[config.mk]
export PLATFORM = sky130hd
export DESIGN_NAME = bus_arbiter
export DESIGN_NICKNAME = d
export VERILOG_FILES = /design/src/rtl/bus_arbiter_pkg.sv /design/src/rtl/bus_arbiter_rr_pick.sv /design/src/rtl/bus_arbiter.sv
export SDC_FILE = /design/constraint.sdc
export NUM_CORES = 1
export LEC_CHECK = 0
export CELL_PAD_IN_SITES_DETAIL_PLACEMENT = 0
export CELL_PAD_IN_SITES_GLOBAL_PLACEMENT = 1
export CORE_AREA = 2 2 140 142
export DETAILED_ROUTE_END_ITERATION = 7
export DIE_AREA = 0 0 142 144
export HOLD_SLACK_MARGIN = 0.06
export PLACE_DENSITY_LB_ADDON = 0.12
export SLEW_MARGIN = 15
export SYNTH_ARGS = -nofsm -noshare
export SYNTH_HDL_FRONTEND = slang
export SYNTH_SLANG_ARGS = --single-unit
[constraint.sdc]
create_clock -name clk -period 6 [get_ports clk]
set_input_delay 1.8 -clock clk [delete_from_list [all_inputs] [get_ports clk]]
set_output_delay 1.8 -clock clk [all_outputs]
set_load 0.1 [all_outputs]
[src/rtl/bus_arbiter_pkg.sv]
// Shared types and constants for the three-master system bus arbiter.
package bus_arbiter_pkg;

  localparam int unsigned ARB_MASTERS = 3;
  localparam int unsigned AW = 32;
  localparam int unsigned DW = 32;
  localparam int unsigned SW = 4;
  localparam int unsigned IW = 2;

  localparam logic [IW-1:0] ARB_M_INST = 2'd0;
  localparam logic [IW-1:0] ARB_M_DATA = 2'd1;
  localparam logic [IW-1:0] ARB_M_AUX  = 2'd2;

  typedef enum logic [1:0] {
    ARB_IDLE  = 2'd0,
    ARB_BUSY  = 2'd1,
    ARB_ABORT = 2'd2
  } arb_state_e;

  // Next master index, wrapping 2 -> 0 (an out-of-range index also wraps to 0).
  function automatic logic [IW-1:0] next_master(input logic [IW-1:0] idx);
    return (idx >= ARB_M_AUX) ? ARB_M_INST : idx + IW'(1);
  endfunction

endpackage

[src/rtl/bus_arbiter_rr_pick.sv]
// Combinational round-robin selector: searches requests starting after the last winner.
module rr_pick
  import bus_arbiter_pkg::*;
(
  input  logic [ARB_MASTERS-1:0] req,
  input  logic [IW-1:0]          last,
  output logic [ARB_MASTERS-1:0] win,
  output logic [IW-1:0]          win_idx
);

  logic [IW-1:0] cand;

  always_comb begin
    win     = '0;
    win_idx = '0;
    cand    = next_master(last);
    for (int k = 0; k < int'(ARB_MASTERS); k++) begin
      if (req[cand] && (win == '0)) begin
        win[cand] = 1'b1;
        win_idx   = cand;
      end
      cand = next_master(cand);
    end
  end

endmodule

[src/rtl/bus_arbiter.sv]
// Round-robin arbiter for the shared system bus with burst hold and a stuck-slave watchdog.
module bus_arbiter
  import bus_arbiter_pkg::*;
#(
  parameter int unsigned TIMEOUT = 255,
  parameter int unsigned TO_BITS = 16
) (
  input  logic                      clk,
  input  logic                      rst_n,
  input  logic [ARB_MASTERS-1:0]    m_cyc,
  input  logic [ARB_MASTERS-1:0]    m_stb,
  input  logic [ARB_MASTERS-1:0]    m_we,
  input  logic [ARB_MASTERS*AW-1:0] m_addr,
  input  logic [ARB_MASTERS*SW-1:0] m_sel,
  input  logic [ARB_MASTERS*DW-1:0] m_dout,
  output logic [DW-1:0]             m_din,
  output logic [ARB_MASTERS-1:0]    m_ack,
  output logic [ARB_MASTERS-1:0]    m_err,
  output logic                      s_cyc,
  output logic                      s_stb,
  output logic                      s_we,
  output logic [AW-1:0]             s_addr,
  output logic [SW-1:0]             s_sel,
  output logic [DW-1:0]             s_dout,
  input  logic [DW-1:0]             s_din,
  input  logic                      s_ack,
  input  logic                      s_err,
  output logic [ARB_MASTERS-1:0]    grant,
  output logic                      timeout
);

  arb_state_e             state, state_next;
  logic [ARB_MASTERS-1:0] grant_next;
  logic [IW-1:0]          last, last_next;
  logic [TO_BITS-1:0]     cnt, cnt_next;

  logic [ARB_MASTERS-1:0] pick;
  logic [IW-1:0]          pick_idx;

  logic          own_cyc, own_stb, own_we;
  logic [AW-1:0] own_addr;
  logic [SW-1:0] own_sel;
  logic [DW-1:0] own_dout;

  rr_pick u_rr_pick (
    .req     (m_cyc),
    .last    (last),
    .win     (pick),
    .win_idx (pick_idx)
  );

  always_ff @(posedge clk or negedge rst_n) begin
    if (!rst_n) begin
      state   <= ARB_IDLE;
      grant   <= '0;
      last    <= ARB_M_AUX;
      cnt     <= '0;
      timeout <= 1'b0;
    end else begin
      state   <= state_next;
      grant   <= grant_next;
      last    <= last_next;
      cnt     <= cnt_next;
      timeout <= (state_next == ARB_ABORT);
    end
  end

  // Next state; the watchdog count falls back to zero on every path that does not extend a stall.
  always_comb begin
    state_next = state;
    grant_next = grant;
    last_next  = last;
    cnt_next   = '0;
    case (state)
      ARB_IDLE: begin
        if (|m_cyc) begin
          state_next = ARB_BUSY;
          grant_next = pick;
          last_next  = pick_idx;
        end
      end
      ARB_BUSY: begin
        if (!own_cyc) begin
          state_next = ARB_IDLE;
          grant_next = '0;
        end else if (own_stb && !s_ack && !s_err) begin
          if (cnt == TO_BITS'(TIMEOUT - 1)) state_next = ARB_ABORT;
          else                              cnt_next   = cnt + TO_BITS'(1);
        end
      end
      ARB_ABORT: state_next = ARB_BUSY;
      default: begin
        state_next = ARB_IDLE;
        grant_next = '0;
      end
    endcase
  end

  // Owner selection follows the one-hot grant so nothing leaks through while idle.
  always_comb begin
    own_cyc  = 1'b0;
    own_stb  = 1'b0;
    own_we   = 1'b0;
    own_addr = '0;
    own_sel  = '0;
    own_dout = '0;
    for (int i = 0; i < int'(ARB_MASTERS); i++) begin
      if (grant[i]) begin
        own_cyc  = m_cyc[i];
        own_stb  = m_stb[i];
        own_we   = m_we[i];
        own_addr = m_addr[AW*i +: AW];
        own_sel  = m_sel[SW*i +: SW];
        own_dout = m_dout[DW*i +: DW];
      end
    end
  end

  always_comb begin
    s_cyc  = 1'b0;
    s_stb  = 1'b0;
    s_we   = 1'b0;
    s_addr = '0;
    s_sel  = '0;
    s_dout = '0;
    m_ack  = '0;
    m_err  = '0;
    case (state)
      ARB_BUSY: begin
        s_cyc  = own_cyc;
        s_stb  = own_stb;
        s_we   = own_we;
        s_addr = own_addr;
        s_sel  = own_sel;
        s_dout = own_dout;
        m_ack  = grant & {ARB_MASTERS{s_ack}};
        m_err  = grant & {ARB_MASTERS{s_err}};
      end
      ARB_ABORT: m_err = grant;
      default: ;
    endcase
  end

  assign m_din = s_din;

endmodule

==> flow_metrics.tcl <==
set metrics [dict create \
    outcome "finished clean" \
    portBuffers 297 \
    hold_buffers 0 \
    synth_cells 429 \
    grt_pass1_wl_mm 28.99 \
    switchingPower_uw 2475 \
    period_share 0.8882 \
    power_density_mw_per_mm2 593.1 \
    vias_per_cell 4.671 \
    path_class "in2out" \
    cts_tree "yes" \
    r2r_cells 6 \
    crit_arrival_ns 3.53 \
    fin_tns_setup_ns 0 \
    first_iter_violations 216 \
    yosysUniqueCellTypes 40 \
    tightest_slew_ns 0.9857 \
    hpwl_mm 17.26 \
    antennaDiodeCount 0 \
    synthToLayoutAreaGrowth_pct 95.62 \
    std_cell_rows 51 \
    hold_start "last[0]$_DFFE_PN0P_" \
    regToRegSetupSlack_ns 3.18 \
    dieWidth_um 142 \
    cts_num_sinks 24 \
    cts_resized 0 \
    placed_area_mm2 0.005734 \
    wl_per_cell_um 23.93 \
    worstSetupEndpointType "primary output" \
    htreeDepth 1 \
    slowest_delay_ns 0.75 \
    antenna_found_initial 0 \
    min_to "last[0]$_DFFE_PN0P_" \
    avgSynthCellArea_um2 6.933 \
    initial_core_util 0.1559 \
    setup_viol 0 \
    worst_slack_ns 0.6707 \
    drc 0 \
    r2r_end "timeout$_DFF_PN0_" \
    sequentialPowerShare 0.065 \
    cts_root_buf "clkbuf_16" \
    die-area_mm2 0.02045 \
    final_layout_size_suffix_gt1_frac 0.1497 \
    clock_path_buffers 2 \
    crit_path_cell_trace "clkdlybuf4s50_1 -> a221oi_1 -> nor3_1 -> buf_4" \
    ys_ff_latch 24 \
    whs_ns 0.5058 \
    rr_startpoint "grant[2]$_DFFE_PN0P_" \
    firstDrtPassIters 4 \
    fmax_ghz 0.1876 \
    cp_max_fo 1 \
    finalNetCount 924 \
    fp.coreArea_mm2 0.01908 \
    maxCapViolCount 0 \
    fillers 2089 \
    finalCriticalPeriod_ns 5.329 \
    syn_nets 684 \
    swShare 0.7171 \
    die_y_um 144 \
    cts_setup_buffers 0 \
    holdCritPathClass "reg2reg" \
    p_int_uw 976.2 \
    io_pins 362 \
    rsz0062_at_grt "no" \
    gp_congestion 0.8182 \
    cp-start-kind "input port" \
    pre_cts_ws_ns 0.8127 \
    power.share.clock 0.046 \
    clk_latency_ns 0.26 \
    routed_wl_mm 21.68 \
    hold_depth 2 \
    power_leakage_uw 0.002272 \
    drv_slew 0 \
    grt_max_degree 79 \
    cp.required_ns 4.20 \
    yosysSeqAreaShare 0.2024 \
    vias 4232 \
    yosys_warnings 0 \
    comb_power_share 0.889 \
    crit_slowest_cell "nor3_1" \
    max-vdd-ir-drop_mv 0.3576 \
    path_clk_slew_ns 0.06 \
    syn-cell-area_mm2 0.002974 \
    finalHoldViolCount 0 \
    overflow 0 \
    ant_nets 0 \
    track_usage 0.1934 \
    cts_buffers 3 \
    finalClockSkew_ns 0.001509 \
    relSlewSlack 0.3429 \
    design_area_mm2 0.005818 \
    grt_pass1_vias 4147 \
]
[flip-flops by register name (all words and copies together) (netlist names)]
register / flops
cnt: 16
state: 2
grant: 3
timeout: 1
last: 2
[cell usage in the layout, fill, tap and decap left out, drive strengths merged, types with 2 or more instances in the layout]
master         synthesis  routed
nand3                 11      11
buf                   36      87
nor3                  73      73
ha                     6       6
o21ai                  6       6
o2bb2ai                3       3
nor2                  94      94
xnor2                  3       3
a21oi                  7       7
and3                   7       7
a221oi                69      69
and2                   5       5
xor2                  11      11
nor2b                  3       3
dfrtp                 23      23
clkbuf                35       4
nand4                  3       3
inv                    9      10
nand2                 10      10
or3                    2       2
clkdlybuf4s50          0     219
[worst max-delay path by stage]
stage / start / endpoint / slack (ns) / cells after the start
after CTS: m_sel[0] / s_sel[0] / 0.80 / 4
after floorplan: m_stb[1] / s_stb / 0.04 / 2
after detailed placement: m_sel[4] / s_sel[0] / 0.81 / 4
final: m_dout[58] / s_dout[26] / 0.67 / 4
after global routing: m_sel[1] / s_sel[1] / 0.79 / 5
after global placement: m_sel[0] / s_sel[0] / 0.76 / 4
[cell families (layout without fill, tap and decap cells)]
group,count (synthesis),after routing,share of synthesized area
buffers and inverters,81,320,0.1456
XOR/XNOR,14,14,0.04123
adder cells (fa/ha/maj),6,6,0.02524
flip-flops,24,24,0.2024
AO/OA/AOI/OAI,92,92,0.2579
AND/OR/NAND/NOR,212,212,0.3277
[per-layer routing]
| layer | routed length (um) | global-route usage |
|---|---|---|
| met1 | 8812 | 0.2399 |
| met2 | 9137 | 0.2830 |
| met3 | 3579 | 0.1368 |
| met4 | 152 | 0.01737 |
| met5 | 0 | 0 |
[Yosys cell counts]
cell / instances / area (um^2)
a2111o_1: 1 / 11.26
a211o_1: 1 / 8.760
a211oi_1: 1 / 7.510
a21o_1: 1 / 7.510
a21oi_1: 6 / 30.03
a21oi_2: 1 / 8.760
a221oi_1: 68 / 595.6
a221oi_2: 1 / 15.01
and2_1: 5 / 31.28
and3_1: 7 / 43.79
and3b_1: 1 / 8.760
buf_1: 2 / 7.510
buf_2: 1 / 5.000
buf_4: 32 / 240.2
buf_6: 1 / 11.26
clkbuf_1: 35 / 131.4
clkinv_1: 1 / 3.750
dfrtp_1: 23 / 575.6
dfstp_2: 1 / 26.28
ha_1: 6 / 75.07
inv_1: 9 / 33.78
nand2_1: 10 / 37.54
nand2b_1: 1 / 6.260
nand3_1: 11 / 55.05
nand3b_1: 1 / 7.510
nand4_1: 3 / 18.77
nor2_1: 94 / 352.8
nor2b_1: 2 / 12.51
nor2b_4: 1 / 13.76
nor3_1: 73 / 365.4
nor4b_1: 1 / 8.760
o211a_1: 1 / 10.01
o211ai_1: 1 / 7.510
o21ai_0: 5 / 25.02
o21ai_1: 1 / 5.000
o221ai_1: 1 / 8.760
o2bb2ai_1: 3 / 26.28
or3_1: 2 / 12.51
xnor2_1: 3 / 26.28
xor2_1: 11 / 96.34
[power groups by stage]
| stage | sequential [uW] | combinational [uW] | clock (uW) |
|---|---|---|---|
| after CTS | 226 | 3090 | 165 |
| after detailed placement | 229 | 3070 | 0 |
| after global routing | 230 | 3200 | 173 |
| after floorplan | 258 | 2350 | 0 |
| final | 226 | 3070 | 158 |
| after global placement | 229 | 3070 | 0 |
[area by class of cell]
type	instances	area, um^2	area share
Sequential cell	24	604.3	0.1039
Multi-Input combinational cell	324	1947	0.3346
Timing Repair Buffer	306	2843	0.4886
Clock buffer	4	88.84	0.01527
Tap cell	238	297.8	0.05118
Inverter	10	37.54	0.006452
[metrics by stage]
step / instances / utilization / total power (uW)
floorplan: 429 / - / 2604
global placement: 902 / 0.3005 / 3304
detailed placement: 902 / 0.3005 / 3304
CTS: 906 / 0.3052 / 3481
global route: 906 / 0.3049 / 3604
finish: 906 / 0.3049 / 3451
[critical path, delay by kind of cell]
kind | cells | cell delay (ns)
compound gates | 1 | 0.08
simple gates | 1 | 0.75
buf+inv | 2 | 0.89
(Power assumes the default switching activity.)
